==> src/rtl/stream_from_memory_multi.sv <==
// stream_from_memory_multi: streams one of N_REGIONS address windows out of an
// external synchronous RAM, one word per downstream request. A small prefetch
// FIFO hides RAM latency. A start while busy aborts and restarts; RAM returns
// still in flight for the aborted stream are counted out and dropped.
// Build option: define STREAM_MEM_LOOP_EN to stream the region loops_i+1 times.
module stream_from_memory_multi #(
   parameter int DATA_W     = 8,
   parameter int ADDR_W     = 10,
   parameter int N_REGIONS  = 4,
   parameter int SEL_W      = 2,
   parameter int FIFO_DEPTH = 4,
   parameter int LOOP_W     = 8
) (
   input  logic                        clk_i,
   input  logic                        rstn_i,
   input  logic                        start_i,
   input  logic [SEL_W-1:0]            sel_i,
   input  logic [N_REGIONS*ADDR_W-1:0] read_start_i,
   input  logic [N_REGIONS*ADDR_W-1:0] read_end_i,
   input  logic [LOOP_W-1:0]           loops_i,
   input  logic                        readclk_i,
   output logic                        ram_readclk_o,
   output logic [ADDR_W-1:0]           ram_raddr_o,
   input  logic                        ram_outclk_i,
   input  logic [DATA_W-1:0]           ram_out_i,
   output logic                        outclk_o,
   output logic [DATA_W-1:0]           out_o,
   output logic                        busy_o,
   output logic                        done_o
);

   // state   | meaning
   // S_IDLE  | waiting for start; FIFO empty, no credits
   // S_FETCH | issuing RAM reads for the region (and further passes)
   // S_DRAIN | all reads issued; emitting what is left, done on last word

   localparam int PTR_W = (FIFO_DEPTH > 1) ? $clog2(FIFO_DEPTH) : 1;
   localparam int CNT_W = PTR_W + 1;
   localparam int SUM_W = CNT_W + 2;

   typedef enum logic [1:0] {
      S_IDLE,
      S_FETCH,
      S_DRAIN
   } state_t;

   state_t              state_q, state_d;
   logic [ADDR_W-1:0]   addr_q, addr_d;
   logic [ADDR_W-1:0]   remain_q, remain_d;
   logic [CNT_W-1:0]    credits_q, credits_d;
   logic [CNT_W-1:0]    inflight_q, inflight_d;
   logic [CNT_W-1:0]    discard_q, discard_d;
   logic [CNT_W-1:0]    count_q, count_d;
   logic [PTR_W-1:0]    wr_ptr_q, wr_ptr_d;
   logic [PTR_W-1:0]    rd_ptr_q, rd_ptr_d;
   logic [DATA_W-1:0]   out_q, out_d;
   logic                outclk_q, outclk_d;
   logic                done_q, done_d;
   logic                rd_q, rd_d;
   logic [ADDR_W-1:0]   raddr_q, raddr_d;
   logic [DATA_W-1:0]   mem_q [FIFO_DEPTH];

`ifdef STREAM_MEM_LOOP_EN
   logic [ADDR_W-1:0]   base_q, base_d;
   logic [ADDR_W-1:0]   len_q, len_d;
   logic [LOOP_W-1:0]   loops_left_q, loops_left_d;
`else
   logic                unused_loops;
   assign unused_loops = ^loops_i;
`endif

   logic [ADDR_W-1:0]   new_start, new_end, new_len;
   logic                active, credit_in, push_v, drop, emit, last, issue;
   logic [SUM_W-1:0]    occupancy;

   // Region mux; any select without a matching region falls back to region 0.
   always_comb begin
      new_start = read_start_i[ADDR_W-1:0];
      new_end   = read_end_i[ADDR_W-1:0];
      for (int i = 1; i < N_REGIONS; i++) begin
         if (sel_i == SEL_W'(i)) begin
            new_start = read_start_i[i*ADDR_W +: ADDR_W];
            new_end   = read_end_i[i*ADDR_W +: ADDR_W];
         end
      end
   end

   assign new_len   = new_end - new_start;
   assign active    = (state_q != S_IDLE);
   assign credit_in = readclk_i && active;
   // Returns owed to an aborted stream are dropped before anything is pushed.
   assign drop      = ram_outclk_i && (discard_q != '0);
   assign push_v    = ram_outclk_i && (discard_q == '0) && (inflight_q != '0);
   assign emit      = active && !start_i && (count_q != '0)
                      && ((credits_q != '0) || credit_in);
   assign last      = emit && (state_q == S_DRAIN) && (inflight_q == '0)
                      && (count_q == CNT_W'(1));
   assign occupancy = SUM_W'(inflight_q) + SUM_W'(discard_q) + SUM_W'(count_q);
   assign issue     = (state_q == S_FETCH) && !start_i
                      && (occupancy < SUM_W'(FIFO_DEPTH));

   // Next-state logic: counters, FIFO pointers, output strobes and FSM.
   always_comb begin
      state_d    = state_q;
      addr_d     = addr_q;
      remain_d   = remain_q;
      credits_d  = credits_q;
      wr_ptr_d   = wr_ptr_q;
      rd_ptr_d   = rd_ptr_q;
      out_d      = out_q;
      outclk_d   = 1'b0;
      done_d     = 1'b0;
      rd_d       = 1'b0;
      raddr_d    = raddr_q;
`ifdef STREAM_MEM_LOOP_EN
      base_d       = base_q;
      len_d        = len_q;
      loops_left_d = loops_left_q;
`endif
      inflight_d = inflight_q + CNT_W'(issue) - CNT_W'(push_v);
      discard_d  = discard_q - CNT_W'(drop);
      count_d    = count_q + CNT_W'(push_v) - CNT_W'(emit);

      if (push_v) wr_ptr_d = wr_ptr_q + PTR_W'(1);

      if (emit) begin
         rd_ptr_d = rd_ptr_q + PTR_W'(1);
         outclk_d = 1'b1;
         out_d    = mem_q[rd_ptr_q];
         done_d   = last;
      end

      // A request arriving with an emit in the same cycle is consumed directly.
      if (credit_in && !emit && (credits_q != CNT_W'(FIFO_DEPTH)))
         credits_d = credits_q + CNT_W'(1);
      else if (emit && !credit_in)
         credits_d = credits_q - CNT_W'(1);

      if (issue) begin
         rd_d    = 1'b1;
         raddr_d = addr_q;
      end

      case (state_q)
         S_FETCH: begin
            if (issue) begin
               addr_d   = addr_q + ADDR_W'(1);
               remain_d = remain_q - ADDR_W'(1);
               if (remain_q == ADDR_W'(1)) begin
`ifdef STREAM_MEM_LOOP_EN
                  if (loops_left_q != '0) begin
                     addr_d       = base_q;
                     remain_d     = len_q;
                     loops_left_d = loops_left_q - LOOP_W'(1);
                  end else begin
                     state_d = S_DRAIN;
                  end
`else
                  state_d = S_DRAIN;
`endif
               end
            end
         end
         S_DRAIN: begin
            // Linger one cycle after done so busy overlaps the final word.
            if (done_q) begin
               state_d   = S_IDLE;
               credits_d = '0;
            end
         end
         default: ;
      endcase

      if (start_i) begin
         count_d    = '0;
         wr_ptr_d   = '0;
         rd_ptr_d   = '0;
         inflight_d = '0;
         discard_d  = discard_q - CNT_W'(drop) + inflight_q - CNT_W'(push_v);
         if (new_len == '0) begin
            state_d   = S_IDLE;
            credits_d = '0;
            done_d    = 1'b1;
         end else begin
            state_d   = S_FETCH;
            addr_d    = new_start;
            remain_d  = new_len;
            credits_d = CNT_W'(1);
`ifdef STREAM_MEM_LOOP_EN
            base_d       = new_start;
            len_d        = new_len;
            loops_left_d = loops_i;
`endif
         end
      end
   end

   // State and counter registers with synchronous active-low reset.
   always_ff @(posedge clk_i) begin
      if (!rstn_i) begin
         state_q    <= S_IDLE;
         addr_q     <= '0;
         remain_q   <= '0;
         credits_q  <= '0;
         inflight_q <= '0;
         discard_q  <= '0;
         count_q    <= '0;
         wr_ptr_q   <= '0;
         rd_ptr_q   <= '0;
         out_q      <= '0;
         outclk_q   <= 1'b0;
         done_q     <= 1'b0;
         rd_q       <= 1'b0;
         raddr_q    <= '0;
`ifdef STREAM_MEM_LOOP_EN
         base_q       <= '0;
         len_q        <= '0;
         loops_left_q <= '0;
`endif
      end else begin
         state_q    <= state_d;
         addr_q     <= addr_d;
         remain_q   <= remain_d;
         credits_q  <= credits_d;
         inflight_q <= inflight_d;
         discard_q  <= discard_d;
         count_q    <= count_d;
         wr_ptr_q   <= wr_ptr_d;
         rd_ptr_q   <= rd_ptr_d;
         out_q      <= out_d;
         outclk_q   <= outclk_d;
         done_q     <= done_d;
         rd_q       <= rd_d;
         raddr_q    <= raddr_d;
`ifdef STREAM_MEM_LOOP_EN
         base_q       <= base_d;
         len_q        <= len_d;
         loops_left_q <= loops_left_d;
`endif
      end
   end

   // FIFO storage; occupancy lives in count_q so the array needs no reset.
   always_ff @(posedge clk_i) begin
      if (push_v) mem_q[wr_ptr_q] <= ram_out_i;
   end

   assign ram_readclk_o = rd_q;
   assign ram_raddr_o   = raddr_q;
   assign outclk_o      = outclk_q;
   assign out_o         = out_q;
   assign busy_o        = active;
   assign done_o        = done_q;

endmodule
==> config.mk <==
export PLATFORM = sky130hd
export DESIGN_NAME = stream_from_memory_multi
export DESIGN_NICKNAME = d
export VERILOG_FILES = /design/src/rtl/stream_from_memory_multi.sv
export SDC_FILE = /design/constraint.sdc
export NUM_CORES = 1
export LEC_CHECK = 0
export CAP_MARGIN = 20
export CORE_ASPECT_RATIO = 1.75
export CORE_MARGIN = 4
export CORE_UTILIZATION = 51
export CTS_CLUSTER_SIZE = 16
export DETAILED_ROUTE_END_ITERATION = 16
export PLACE_DENSITY = 0.81
export SLEW_MARGIN = 10
export SYNTH_ARGS = -nofsm -noshare
export SYNTH_HDL_FRONTEND = slang
export SYNTH_SLANG_ARGS = --single-unit
==> constraint.sdc <==
create_clock -name clk_i -period 5.6 [get_ports clk_i]
set_input_delay 1.12 -clock clk_i [delete_from_list [all_inputs] [get_ports clk_i]]
set_output_delay 1.12 -clock clk_i [all_outputs]
set_load 0.03 [all_outputs]
-- Yosys cells after proc, flatten, opt, wreduce, memory -nomap -nowiden
Memories as Yosys holds them, arrays and structs flattened. A register that Yosys moved wholly into a read port is not among the register bits.
Index checks and enable logic that the tools add are counted.
- bits in latches: 0
- memories kept: 1
- bits in registers: 51
- output and inout port bits: 22
- memory bits (writable): 32
- bits of input ports: 103
- word-level logic and storage cells: 108
- ROM bits: 0
- divide/modulo/power cells: 0
- $lt $le $gt $ge: 1
- $add $sub $neg: 16
- shift-type cells: 0
- reduce and logical (&&, ||, !) cells: 31
- bitwise operators: 1
- eq/ne operators: 11
- multiply operators: 0
- multiplexer cells: 34
- memories (name ; depth ; bits a word ; rd ports ; clocked after Yosys merged registers in ; write ports ; RTL line ; text):
    mem_q ; 4 ; 8 ; 1 ; 1 ; 1 ; 61 ; logic [DATA_W-1:0] mem_q [FIFO_DEPTH];
- operator list (operator ; count):
    10-bit two-way mux ; 14
    3-bit two-way mux ; 6
    1-bit logical AND ; 15
    3-bit nonzero test ; 5
    3-bit by 1-bit subtractor with 3-bit output ; 4
    10-bit by 1-bit adder with 10-bit output, second input constant ; 1
    10-bit by 1-bit equality test with 1-bit output, second input constant ; 1
    10-bit zero test ; 1
    10-bit by 1-bit subtractor with 10-bit output, second input constant ; 1
    10-bit subtractor ; 1
    1-bit two-way mux ; 9
    3-bit inequality test, second input constant ; 3
    2-bit two-way mux ; 4
    3-bit by 1-bit adder with 3-bit output ; 2
    2-bit equality test, second input constant ; 3
    3-bit zero test ; 2
    4-bit by 3-bit adder with 5-bit output ; 1
    5-bit by 3-bit less-than comparator with 1-bit output, second input constant ; 1
    2-bit by 1-bit adder with 2-bit output, second input constant ; 2
    3-bit by 3-bit adder with 4-bit output ; 1
    2-bit by 1-bit equality test with 1-bit output, second input constant ; 2
    1-bit zero test ; 4
    2-bit one-hot mux with 2 select lines ; 1
    4-bit AND reduction ; 1
    other kinds (9) ; 9

-- Depth between registers and ports, before layout
- depth after elaboration: 11
- mapped depth: 16
- depth with buffers taken out: 14

-- Least setup slack after synthesis
No wires, ideal clock.
- path type: input port to flip-flop
- start point: input sel_i[0]
- end point: register state_q[0]
- path slack: 0.689 ns
- cell stages on the path: 13
- arrival time: 4.796 ns
- data required time: 5.485 ns
- buffers on the path: 4
- setup time: 0.115 ns
- cell sequence: buf_6 > buf_1 > mux4_2 > ha_1 > nor2b_1 > o21a_1 > or2_2 > or4_1 > a222oi_1 > a31oi_1 > buf_6 > buf_12 > o21a_1
- word-level cells in the longest chain between the ends: 8
- elaborated cells between the ends (all ways): 13
- those cells by class: 1 x add/sub; 3 x eq/ne; 8 x mux; 1 x reduce/logical
- ends and longest elaborated chain (what ; RTL line ; text):
    start: declaration ; 17 ; input logic [SEL_W-1:0] sel_i,
    2-bit by 1-bit equality test with 1-bit output ; 81 ; if (sel_i == SEL_W'(i)) begin
    10-bit two-way mux (3 in a row) ; 81 ;
    10-bit subtractor (*) ; 88 ; assign new_len = new_end - new_start;
    10-bit zero test (*) ; 180 ; if (new_len == '0) begin
    1-bit two-way mux (*) ; 180 ;
    2-bit two-way mux (*) ; 174 ; if (start_i) begin
    end signal: assignment ; 221 ; state_q <= state_d;
    end: declaration ; 47 ; state_t state_q, state_d;
Mark *: on every way between the ends. The rest lies on a longest branch, timed or not.
A chain may end at the register's enable or synchronous reset.

-- Worst setup path in the final report
- start point: input sel_i[0]
- end point: register remain_q[6]
- word-level cells in the longest chain between the ends: 8
- elaborated cells between the ends (all ways): 13
- those cells by class: 1 x add/sub; 3 x eq/ne; 8 x mux; 1 x reduce/logical
- ends and longest elaborated chain (what ; RTL line ; text):
    2-bit by 1-bit equality test with 1-bit output ; 81 ;
    10-bit two-way mux (3 in a row) ; 81 ;
    10-bit subtractor (*) ; 88 ;
    10-bit zero test ; 180 ;
    10-bit two-way mux (*) ; 180 ;
    10-bit two-way mux (*) ; 174 ;
    end signal: assignment ; 223 ; remain_q <= remain_d;
    end: declaration ; 49 ; logic [ADDR_W-1:0] remain_q, remain_d;
Marked as above.

==> impl_results.md <==
- Status: finished, final reports clean
- Mean post-synth cell area: 10.7 sq um
- Worst path max stage delay: 0.63 ns
- Crit end category: flip-flop
- Seq/Total Area, Yosys: 0.401
- Hold buffer count at CTS: 0
- Cell Area, Synth: 5350 sq um
- Global placement routability congestion: 0.867
- CTS resizes: 0
- Power per Cell Area: around 260 nW/um^2
- Setup WS pre-CTS: 0.364 ns
- Largest net degree at the start of global routing: 39
- Met3 usage: 0.0436
- FMAX: 205 MHz
- Vias per inst: ~5.7
- Max-cap violation count: 0
- DRC: 0
- Via count: between 4000 and 5000
- Met2 Use GR: 0.401
- RSZ-0062 raised after global routing: false
- Share of layout cells above drive strength 1: 0.0795
- Critical Path Source Type: input pin
- TritonCTS Buffers: 9
- Commonest cells after routing, fill and taps aside: clkdlybuf4s50_1, nand2_1, dfxtp_1
- Worst slew margin: 0.582
- Busiest grt layer: met2
- Gate Count Post-Synth: between 400 and 500
- Dpl cells: just over 700
- Pre-Repair DR Iteration Count: 4
- Worst EP required: between 5 and 6 ns
- Ports: roughly 130
- Core ar.: 10200 sq um
- Top_reg_cell synth: dfxtp_1
- Die Ht: 143 microns
- Crit path max fanout: 19
- Clk_lat worst skew: roughly 0.34 ns
- Clk root buf: clkbuf_16
- Post-synth cell types: 55
- Initial DRC Count: 172
- Slew Viols, Final: 0
- Final min period: 4.89 ns
- Maximum vdd drop: about 0.00021 V
- Port Buffer Count: 116
- Sink Count: 91
- Number of global-route vias before repair: approximately 4500
- Post-DP HPWL: between 9 and 10 mm
- WL/cell: between 15 and 20 microns
- Tot Pwr: 1.77 mW
- Commonest non-fill, non-tap cell in the layout: clkdlybuf4s50_1
- Synthesized Nets: roughly 640
- Crit path DAT: roughly 5.1 ns
- First-pass GRT wire length: slightly below 20 mm
- Final worst slack: 0.714 ns
- Num rows: just under 50
- Finished Cell Area: between 6000 and 7000 sq um
- Setup violations, final: 0
- P_leak: between 2 and 3 nW
- GRT met1 Usage: 0.192
- Wirelength, routed: ~12 mm
- P&R area growth vs syn: 28.8%
- CP Class: input pin to flip-flop
- TritonCTS clock tree: yes
- Worst Skew: 0.00794 ns
- H-Tree Depth: 3
- Yosys warns: 0
- Final TNS setup: 0 ns
- Filler cell count: 770
- Cells along the critical path: clkdlybuf4s50_1 > buf_4 > mux4_1 > inv_1 > ha_1 > o21a_1 > or2_2 > or4_1 > a222oi_1 > a31oi_2 > buf_4 > o32ai_1
- GR Overflow Total: 0
- Final net count: 751
- Antenna viol nets, final: 0
- Clk slew on worst S/H paths: 0.06 ns
- Die area: ~12000 sq um
- Async SR Flop Fraction: 0
- Crit-path slowest cell: mux4_1
- Crit path top cell by count: buf_4
- Die Width: around 85 microns
- Slew @ Worst Pin: 0.626 ns
- Final period util: 0.873
- Post-synth EDFFs: 32
- # diodes: 0
- Hold Crit Class: flip-flop to flip-flop
- Final cell count without fillers: about 740
- Clk buf depth: 2
- Placed cell areas: between 6000 and 7000 sq um
- Starting density of the core: 0.522
- Post-synthesis register bit count: 91
- Hold Vio Cnt, Final: 0
- Overall routing resource usage: 0.206
- Initial antenna violation count: 0
- Setup bufs post-CTS: 0
-- per-layer routing --
metal	vias up	part of all wire
met1	2027	0.33
li1	2026	-
met4	0	0.043
met5	-	0
met3	28	0.060
met2	172	0.56
-- through the flow --
stage,utilization,hold slack (ns)
after floorplan,-,0.444
after global placement,0.647,0.445
after detailed placement,0.647,0.456
after CTS,0.673,0.465
after global routing,0.673,0.486
final,0.673,0.461
-- kinds of logic after synthesis --
family,count (synthesis),synth area share
muxes,54,0.172
buffers and inverters,58,0.0470
AOI/OAI and AO/OA,67,0.0892
xor gates and xnor gates,33,0.0555
DFF,91,0.401
adders and majority gates,37,0.0964
and+or+nand+nor,158,0.139
-- area by class of cell --
cell class,count,area (sq um),area share
timing repair buffer,126,1240,0.179
sequential,91,2140,0.311
clock buffer,13,240,0.0349
inverter,34,128,0.0185
multi-input combinational,349,2960,0.430
tap,127,159,0.0231
clock inverter,3,23.8,0.00345
-- critical path, delay by kind of cell --
family          cells  cell delay (ns)
compound gates      4             1.10
simple gates        2             0.83
fa+ha+maj           1             0.26
mux                 1             0.63
buf+inv             4             1.19
-- final timing paths --
path	to	cells after the start	slack, ns	from
worst max register to register	addr_q[5]	11	1.79	count_q[1]
worst max-delay path	remain_q[6]	12	0.71	sel_i[0]
worst min-delay path	ram_raddr_o[3]	2	0.46	ram_raddr_o[3]
worst min register to register	ram_raddr_o[3]	2	0.46	ram_raddr_o[3]
-- state kept, by name, summed over array words and instances (netlist names), 3 cells and up --
name         cells
addr_q          10
count_q          3
credits_q        3
discard_q        3
inflight_q       3
mem_q           32
out_o            8
ram_raddr_o     10
remain_q        10
-- synth_stat cells (4+ instances only) --
cell type	n	area, sq um
xor2_1	15	131
nor2_1	33	124
edfxtp_1	32	961
inv_1	34	128
and3_1	8	50.1
nor3_1	10	50.1
or3_1	5	31.3
mux2i_1	26	260
mux4_2	20	450
ha_1	30	375
o21ai_0	9	45.0
or2_2	4	25.0
dfxtp_1	59	1180
a21o_1	7	52.6
nand3_1	4	20.0
nor4_1	5	31.3
fa_1	7	140
clkbuf_1	16	60.1
mux4_1	8	210
xnor2_1	17	149
a21oi_1	19	95.1
o21a_1	7	52.6
and2_1	7	43.8
nand2_1	65	244
-- where the power goes --
part	leakage, nW	internal, mW	switching [mW]
combinational	1.80	0.238	0.233
clock	0.129	0.304	0.241
sequential	0.769	0.718	0.0345
Power figures use the tool's default switching activity.
